**config.mk**
```make
export PLATFORM = sky130hd
export DESIGN_NAME = ysyx_24100005_mem_arb
export DESIGN_NICKNAME = d
export VERILOG_FILES = /design/src/rtl/ysyx_24100005_mem_arb.sv
export SDC_FILE = /design/constraint.sdc
export NUM_CORES = 1
export LEC_CHECK = 0
export ABC_AREA = 1
export CAP_MARGIN = 30
export CORE_AREA = 2 2 109 111
export DETAILED_ROUTE_END_ITERATION = 8
export DIE_AREA = 0 0 111 113
export DONT_BUFFER_PORTS = 1
export GPL_TIMING_DRIVEN = 0
export PLACE_DENSITY = 0.55
export SETUP_SLACK_MARGIN = 0.1
export SYNTH_ARGS = -nofsm -noshare
export SYNTH_HDL_FRONTEND = slang
export SYNTH_SLANG_ARGS = --single-unit
```
**constraint.sdc**
```tcl
create_clock -name clk -period 4.1 [get_ports clk]
set_input_delay 0.41 -clock clk [delete_from_list [all_inputs] [get_ports clk]]
set_output_delay 0.41 -clock clk [all_outputs]
set_load 0.05 [all_outputs]
```
**src/rtl/ysyx_24100005_mem_arb.sv**
```systemverilog
// ysyx_24100005_mem_arb: round-robin IFU/LSU arbiter in front of one
// shared memory port, one outstanding transaction, with a wait timeout.
module ysyx_24100005_mem_arb #(
    parameter int unsigned TIMEOUT = 255
) (
    input  logic        clk,
    input  logic        rst,
    input  logic        ifu_req_valid,
    input  logic [31:0] ifu_addr,
    output logic        ifu_req_ready,
    output logic        ifu_resp_valid,
    output logic [31:0] ifu_rdata,
    input  logic        lsu_req_valid,
    input  logic [31:0] lsu_addr,
    input  logic        lsu_wen,
    input  logic [31:0] lsu_wdata,
    input  logic [3:0]  lsu_wmask,
    output logic        lsu_req_ready,
    output logic        lsu_resp_valid,
    output logic [31:0] lsu_rdata,
    output logic        mem_req_valid,
    output logic [31:0] mem_addr,
    output logic        mem_wen,
    output logic [31:0] mem_wdata,
    output logic [3:0]  mem_wmask,
    input  logic        mem_req_ready,
    input  logic        mem_resp_valid,
    input  logic [31:0] mem_rdata,
    output logic        timeout_err
);

    localparam logic [7:0] TMO = 8'(TIMEOUT);

    typedef enum logic [1:0] {
        IDLE = 2'd0,
        REQ  = 2'd1,
        WAIT = 2'd2
    } state_t;

    state_t      state_q;
    logic        owner_q;
    logic        last_q;
    logic [7:0]  cnt_q;
    logic [31:0] addr_q;
    logic        wen_q;
    logic [31:0] wdata_q;
    logic [3:0]  wmask_q;

    logic in_idle;
    logic in_req;
    logic in_wait;
    logic grant_ifu;
    logic grant_lsu;
    logic tmo_at;
    logic resp_fire;
    logic [31:0] resp_data;

    // Outputs are gated by rst so everything reads zero while reset is held.
    assign in_idle = rst && (state_q == IDLE);
    assign in_req  = rst && (state_q == REQ);
    assign in_wait = rst && (state_q == WAIT);

    // owner_q/last_q: 1 means LSU. A tie goes to whoever was not served last.
    assign grant_ifu = in_idle && ifu_req_valid
                     && (!lsu_req_valid || last_q);
    assign grant_lsu = in_idle && lsu_req_valid
                     && (!ifu_req_valid || !last_q);

    assign tmo_at    = (cnt_q == TMO);
    assign resp_fire = in_wait && (mem_resp_valid || tmo_at);
    assign resp_data = mem_resp_valid ? mem_rdata : 32'h0;

    assign ifu_req_ready  = grant_ifu;
    assign lsu_req_ready  = grant_lsu;
    assign ifu_resp_valid = resp_fire && !owner_q;
    assign lsu_resp_valid = resp_fire && owner_q;
    assign ifu_rdata      = ifu_resp_valid ? resp_data : 32'h0;
    assign lsu_rdata      = lsu_resp_valid ? resp_data : 32'h0;
    // A real response in the timeout cycle wins, so no error then.
    assign timeout_err    = in_wait && !mem_resp_valid && tmo_at;

    assign mem_req_valid = in_req;
    assign mem_addr      = addr_q;
    assign mem_wen       = wen_q;
    assign mem_wdata     = wdata_q;
    assign mem_wmask     = wmask_q;

    // Transaction FSM: grant in IDLE, present in REQ, collect in WAIT.
    always_ff @(posedge clk) begin
        if (!rst) begin
            state_q <= IDLE;
            owner_q <= 1'b0;
            last_q  <= 1'b1;
            cnt_q   <= 8'h0;
            addr_q  <= 32'h0;
            wen_q   <= 1'b0;
            wdata_q <= 32'h0;
            wmask_q <= 4'h0;
        end else begin
            unique case (state_q)
                IDLE: begin
                    if (grant_ifu) begin
                        state_q <= REQ;
                        owner_q <= 1'b0;
                        last_q  <= 1'b0;
                        addr_q  <= ifu_addr;
                        wen_q   <= 1'b0;
                        wdata_q <= 32'h0;
                        wmask_q <= 4'h0;
                    end else if (grant_lsu) begin
                        state_q <= REQ;
                        owner_q <= 1'b1;
                        last_q  <= 1'b1;
                        addr_q  <= lsu_addr;
                        wen_q   <= lsu_wen;
                        wdata_q <= lsu_wdata;
                        wmask_q <= lsu_wmask;
                    end
                end
                REQ: begin
                    if (mem_req_ready) begin
                        state_q <= WAIT;
                        cnt_q   <= 8'h0;
                    end
                end
                WAIT: begin
                    if (resp_fire) begin
                        state_q <= IDLE;
                    end else begin
                        cnt_q <= cnt_q + 8'h1;
                    end
                end
                default: begin
                    state_q <= IDLE;
                end
            endcase
        end
    end

endmodule

```
Word level (Yosys, flattened, before mapping)
Cells that the tools add are included.
- bits in registers: 81
- output and inout bits: 139
- add/subtract/negate cells: 1
- equal/unequal tests: 7
- mux-type cells: 21
- reduce and logical (&&, ||, !) cells: 26
- operators with widths (cell ; number):
    two-way mux 32 bit ; 7
    two-way mux 8 bit ; 2
    one-hot mux 8 bit (2 select lines) ; 1
    logical AND 1 bit ; 12
    adder 8 x 1 -> 8 bit, second input constant ; 1
    == test 8 bit, second input constant ; 1
    two-way mux 2 bit ; 4
    two-way mux 4 bit ; 2
    != test 2 bit, second input constant ; 3
    one-hot mux 2 bit (3 select lines) ; 1
    AND reduction 3 bit ; 2
    logical NOT 1 bit ; 5
    two-way mux 1 bit ; 4
    nonzero test 2 bit ; 2
    logical OR 1 bit ; 3
    != test 3 bit, second input constant ; 1
    == test 2 x 1 -> 1 bit, second input constant ; 1
    == test 2 bit, second input constant ; 1
    logical NOT 2 bit ; 1
    AND reduction 2 bit ; 1

Logic depth before layout (Yosys ltp)
- depth in word-level cells: 7
- gate-level depth with buffers: 11

Least setup slack after synthesis
OpenSTA, ideal clock, no wires.
- path kind: register to output
- start point: register cnt_q[0]
- end point: output port timeout_err
- arrival: 2.266 ns
- data required time: 3.690 ns
- path slack: 1.424 ns
- stages on the path, launching flop included: 6
- path buffers: 0
- cells stage by stage: dfxtp_1 ha_1 nand2_1 nor2_1 nand2_1 nor4_1
- cells in the longest elaborated chain, start to end: 2
- ends and longest elaborated chain (element ; line ; source):
    start: declaration ; 43 ; logic [7:0] cnt_q;
    start signal: assignment ; 130 ; cnt_q <= cnt_q + 8'h1;
    == test 8 bit ; 69 ; assign tmo_at = (cnt_q == TMO);
    logical AND 1 bit ; 80 ; assign timeout_err = in_wait && !mem_resp_valid && tmo_at;
    end: declaration ; 29 ; output logic timeout_err
No other way between the ends.

Worst setup path after layout
- start point: register cnt_q[0]
- end point: output port ifu_rdata[18]
- cells in the longest elaborated chain, start to end: 5
- ends and longest elaborated chain (element ; line ; source):
    == test 8 bit ; 69 ;
    logical OR 1 bit ; 70 ; assign resp_fire = in_wait && (mem_resp_valid || tmo_at);
    logical AND 1 bit ; 70 ;
    logical AND 1 bit ; 75 ; assign ifu_resp_valid = resp_fire && !owner_q;
    two-way mux 32 bit ; 77 ; assign ifu_rdata = ifu_resp_valid ? resp_data : 32'h0;
    end: declaration ; 12 ; output logic [31:0] ifu_rdata,
No other way between the ends.

==> results.ini <==
[status]
status=completed

[clock_tree]
clkTransAtPathRegs_ns=0.07
cts_buffers=9
htreeDepth=3
clkSinkCount=81
cts_setup_buffers=0
ctsHoldBuffers=0
cts-root-buf=clkbuf_16
cts_tree=done
post_cts_resized=0
clkLatencyLatePin_ns=0.34
cts.path.max_buffers=2

[cells_and_area]
syn_to_final_growth_pct=12.86
final_nets=747
stdcell_area_mm2=0.004800
diodes=0
fillerInstances=1126
drive_above_1_share=0.1961
fin_util=0.4258

[synth]
synth_top_area_cell=dfxtp_1
synth_area_leaders=dfxtp_1 38%, nor3_2 14%, nand2_1 12%
synth_cell_type_count=27
ys_seq_elements=81
yosysWarnings=0
synth_edf_count=0
synth_top_area_frac=0.3813
syn-mean-instance-area_um2=7.208
synth_nets=730
synthFlopType=dfxtp_1
synth_seq_area_share=0.3813
synthCells=590
synth-async-reset-ratio=0
syn_area_mm2=0.004253

[min_path]
min_path_type=primary input to register
hold_start=lsu_wdata[30]
hold_depth=2
min_to=mem_wdata[30]$_SDFFE_PN0P_

[sta]
hold_viol=0
fmax_mhz=342.8
post-route-period-util=0.7116
slew-limit-headroom=0.3316
finalMaxSlewViolations=0
skew_ns=0.01120
worst_pin_slew_ns=0.9988
fin_tns_setup_ns=0
min_period_ns=2.917
rsz0062_at_grt=no
hold_ws_ns=0.2150
finalSetupViolations=0

[floorplan]
std_cell_rows=39
die_area_mm2=0.01254
chipHeight_um=113
initial_core_util=0.3773
pin_count=278
core_mm2=0.01127
die_w_um=111

[routing]
via_count=3852
post-route-drc-count=0
drtAntennaViolNets=0
drt-initial-drc-count=179
vias_per_cell=5.102
finalWirelength_um=11770
drt_pass1_iterations=4
routedWlPerCell_um=15.59

[critical_path]
critPathMaxFanout=10
cp.arrival_ns=2.51
r2r_end=owner_q$_SDFFE_PN0P_
ff2ff_setup_slack_ns=2.40
critical_path_class=register to output pin
cp-start-kind=register
reg2reg_from=state_q[0]$_SDFFE_PN0P_
rr_worst_depth=7
crit_required_ns=3.69
endpoint_kind=output pin

[pwr]
power_density_mw_per_mm2=485.5
leakagePower_nw=2.074
power_mw=2.330
irDropWorstVdd_mv=0.2532

[global_routing]
grt_antenna_before_repair=0
grt_max_degree=16
grt_pass1_wl_um=18640
grt_pass1_vias=3765
overflow=0
track_usage=0.1833

[placed_design]
io_buffers=0
place_area_mm2=0.004488
hpwl_um=9234
place_congestion=0.7953

[run]
maxCapViolCount=0

## state kept, by name, summed over array words and instances (netlist names)
name and cells:
mem_wen 1, mem_wmask 4, last_q 1, owner_q 1
cnt_q 8, state_q 2, mem_addr 32, mem_wdata 32
## synth_stat cells (7+ instances only)
cell / number
nand2_1: 137
clkbuf_1: 15
nor3_2: 58
inv_1: 81
nand3_1: 13
nor2_1: 11
o21ai_1: 8
o21ai_0: 60
buf_2: 14
a21oi_1: 73
buf_4: 7
dfxtp_1: 81
## worst max path at each step
stage,endpoint,slack [ns],depth (start not counted),startpoint
finish,ifu_rdata[18],1.18,10,cnt_q[0]$_SDFFE_PN0P_
global route,lsu_rdata[11],1.01,10,cnt_q[0]$_SDFFE_PN0P_
CTS,lsu_rdata[11],1.17,10,cnt_q[0]$_SDFFE_PN0P_
detailed placement,lsu_rdata[11],1.54,10,cnt_q[0]$_SDFFE_PN0P_
global placement,ifu_rdata[0],1.21,9,cnt_q[0]$_SDFFE_PN0P_
floorplan,timeout_err,1.42,5,cnt_q[0]$_SDFFE_PN0P_
## layer usage
metal  part of all wire  GRT usage  routed length [um]  vias up
met4              0.026    0.07167                 301        0
met5                  0          0                   0        -
met2               0.52     0.3321                6120      174
met1               0.38     0.1995                4486     1720
li1                   -          -                   -     1935
met3              0.073    0.05892                 859       23
## worst max-delay path, stage by stage (launching register included)
cell      delay [ns]
dfxtp_1         0.41
ha_1            0.25
nand2_1         0.09
nor2_1          0.10
nand2_1         0.11
nand2_2         0.09
nand2_4         0.09
clkinv_4        0.08
nand2_4         0.08
buf_6           0.16
nor3_2          0.71
## through the flow
| step | std cells | setup slack (ns) |
|---|---|---|
| after floorplan | 590 | 1.424 |
| after global placement | 733 | 1.214 |
| after detailed placement | 739 | 1.542 |
| after CTS | 755 | 1.168 |
| after global routing | 755 | 1.011 |
| final | 755 | 1.183 |
## report_power, final
part           leakage (nW)  total, mW  internal [mW]  switching, mW
Sequential            0.662       1.15          0.861          0.284
Combinational          1.26      0.345         0.0999          0.245
Clock                 0.155      0.840          0.497          0.343
## layout by cell type (no fill, tap or decap), drive strengths merged
cell | Yosys | routed
nand4 | 2 | 2
dfxtp | 81 | 81
clkbuf | 15 | 25
inv | 84 | 87
xnor2 | 1 | 1
nor4 | 1 | 1
o31ai | 1 | 1
clkinv | 1 | 3
nand2 | 143 | 143
o21ai | 68 | 68
buf | 28 | 34
ha | 1 | 1
a31oi | 1 | 1
nor3b | 1 | 1
nand3 | 13 | 13
a21oi | 73 | 73
bufinv | 0 | 1
nor2 | 12 | 12
nor3 | 64 | 64
## logic make-up (layout without fill, tap and decap cells)
kind of cell / Yosys count / count (layout) / share of synthesized area
AOI/OAI and AO/OA: 143 / 143 / 0.1692
xor gates and xnor gates: 1 / 1 / 0.002060
adders and majority gates: 1 / 1 / 0.002942
buffers and inverters: 128 / 150 / 0.1350
DFF: 81 / 81 / 0.3813
and+or+nand+nor: 236 / 236 / 0.3095
## final cells by class
| type | count | area, um2 | area share |
|---|---|---|---|
| clock inverters | 6 | 72.57 | 0.01512 |
| plain buffers | 43 | 250.2 | 0.05214 |
| well taps | 143 | 178.9 | 0.03728 |
| clock buffers | 10 | 239.0 | 0.04979 |
| repair buffers | 6 | 45.04 | 0.009385 |
| multi-input cells | 381 | 2068 | 0.4309 |
| inverters | 85 | 324.1 | 0.06752 |
| flip-flops and latches | 81 | 1622 | 0.3379 |
Note: power is estimated with default switching activity, not from simulation.
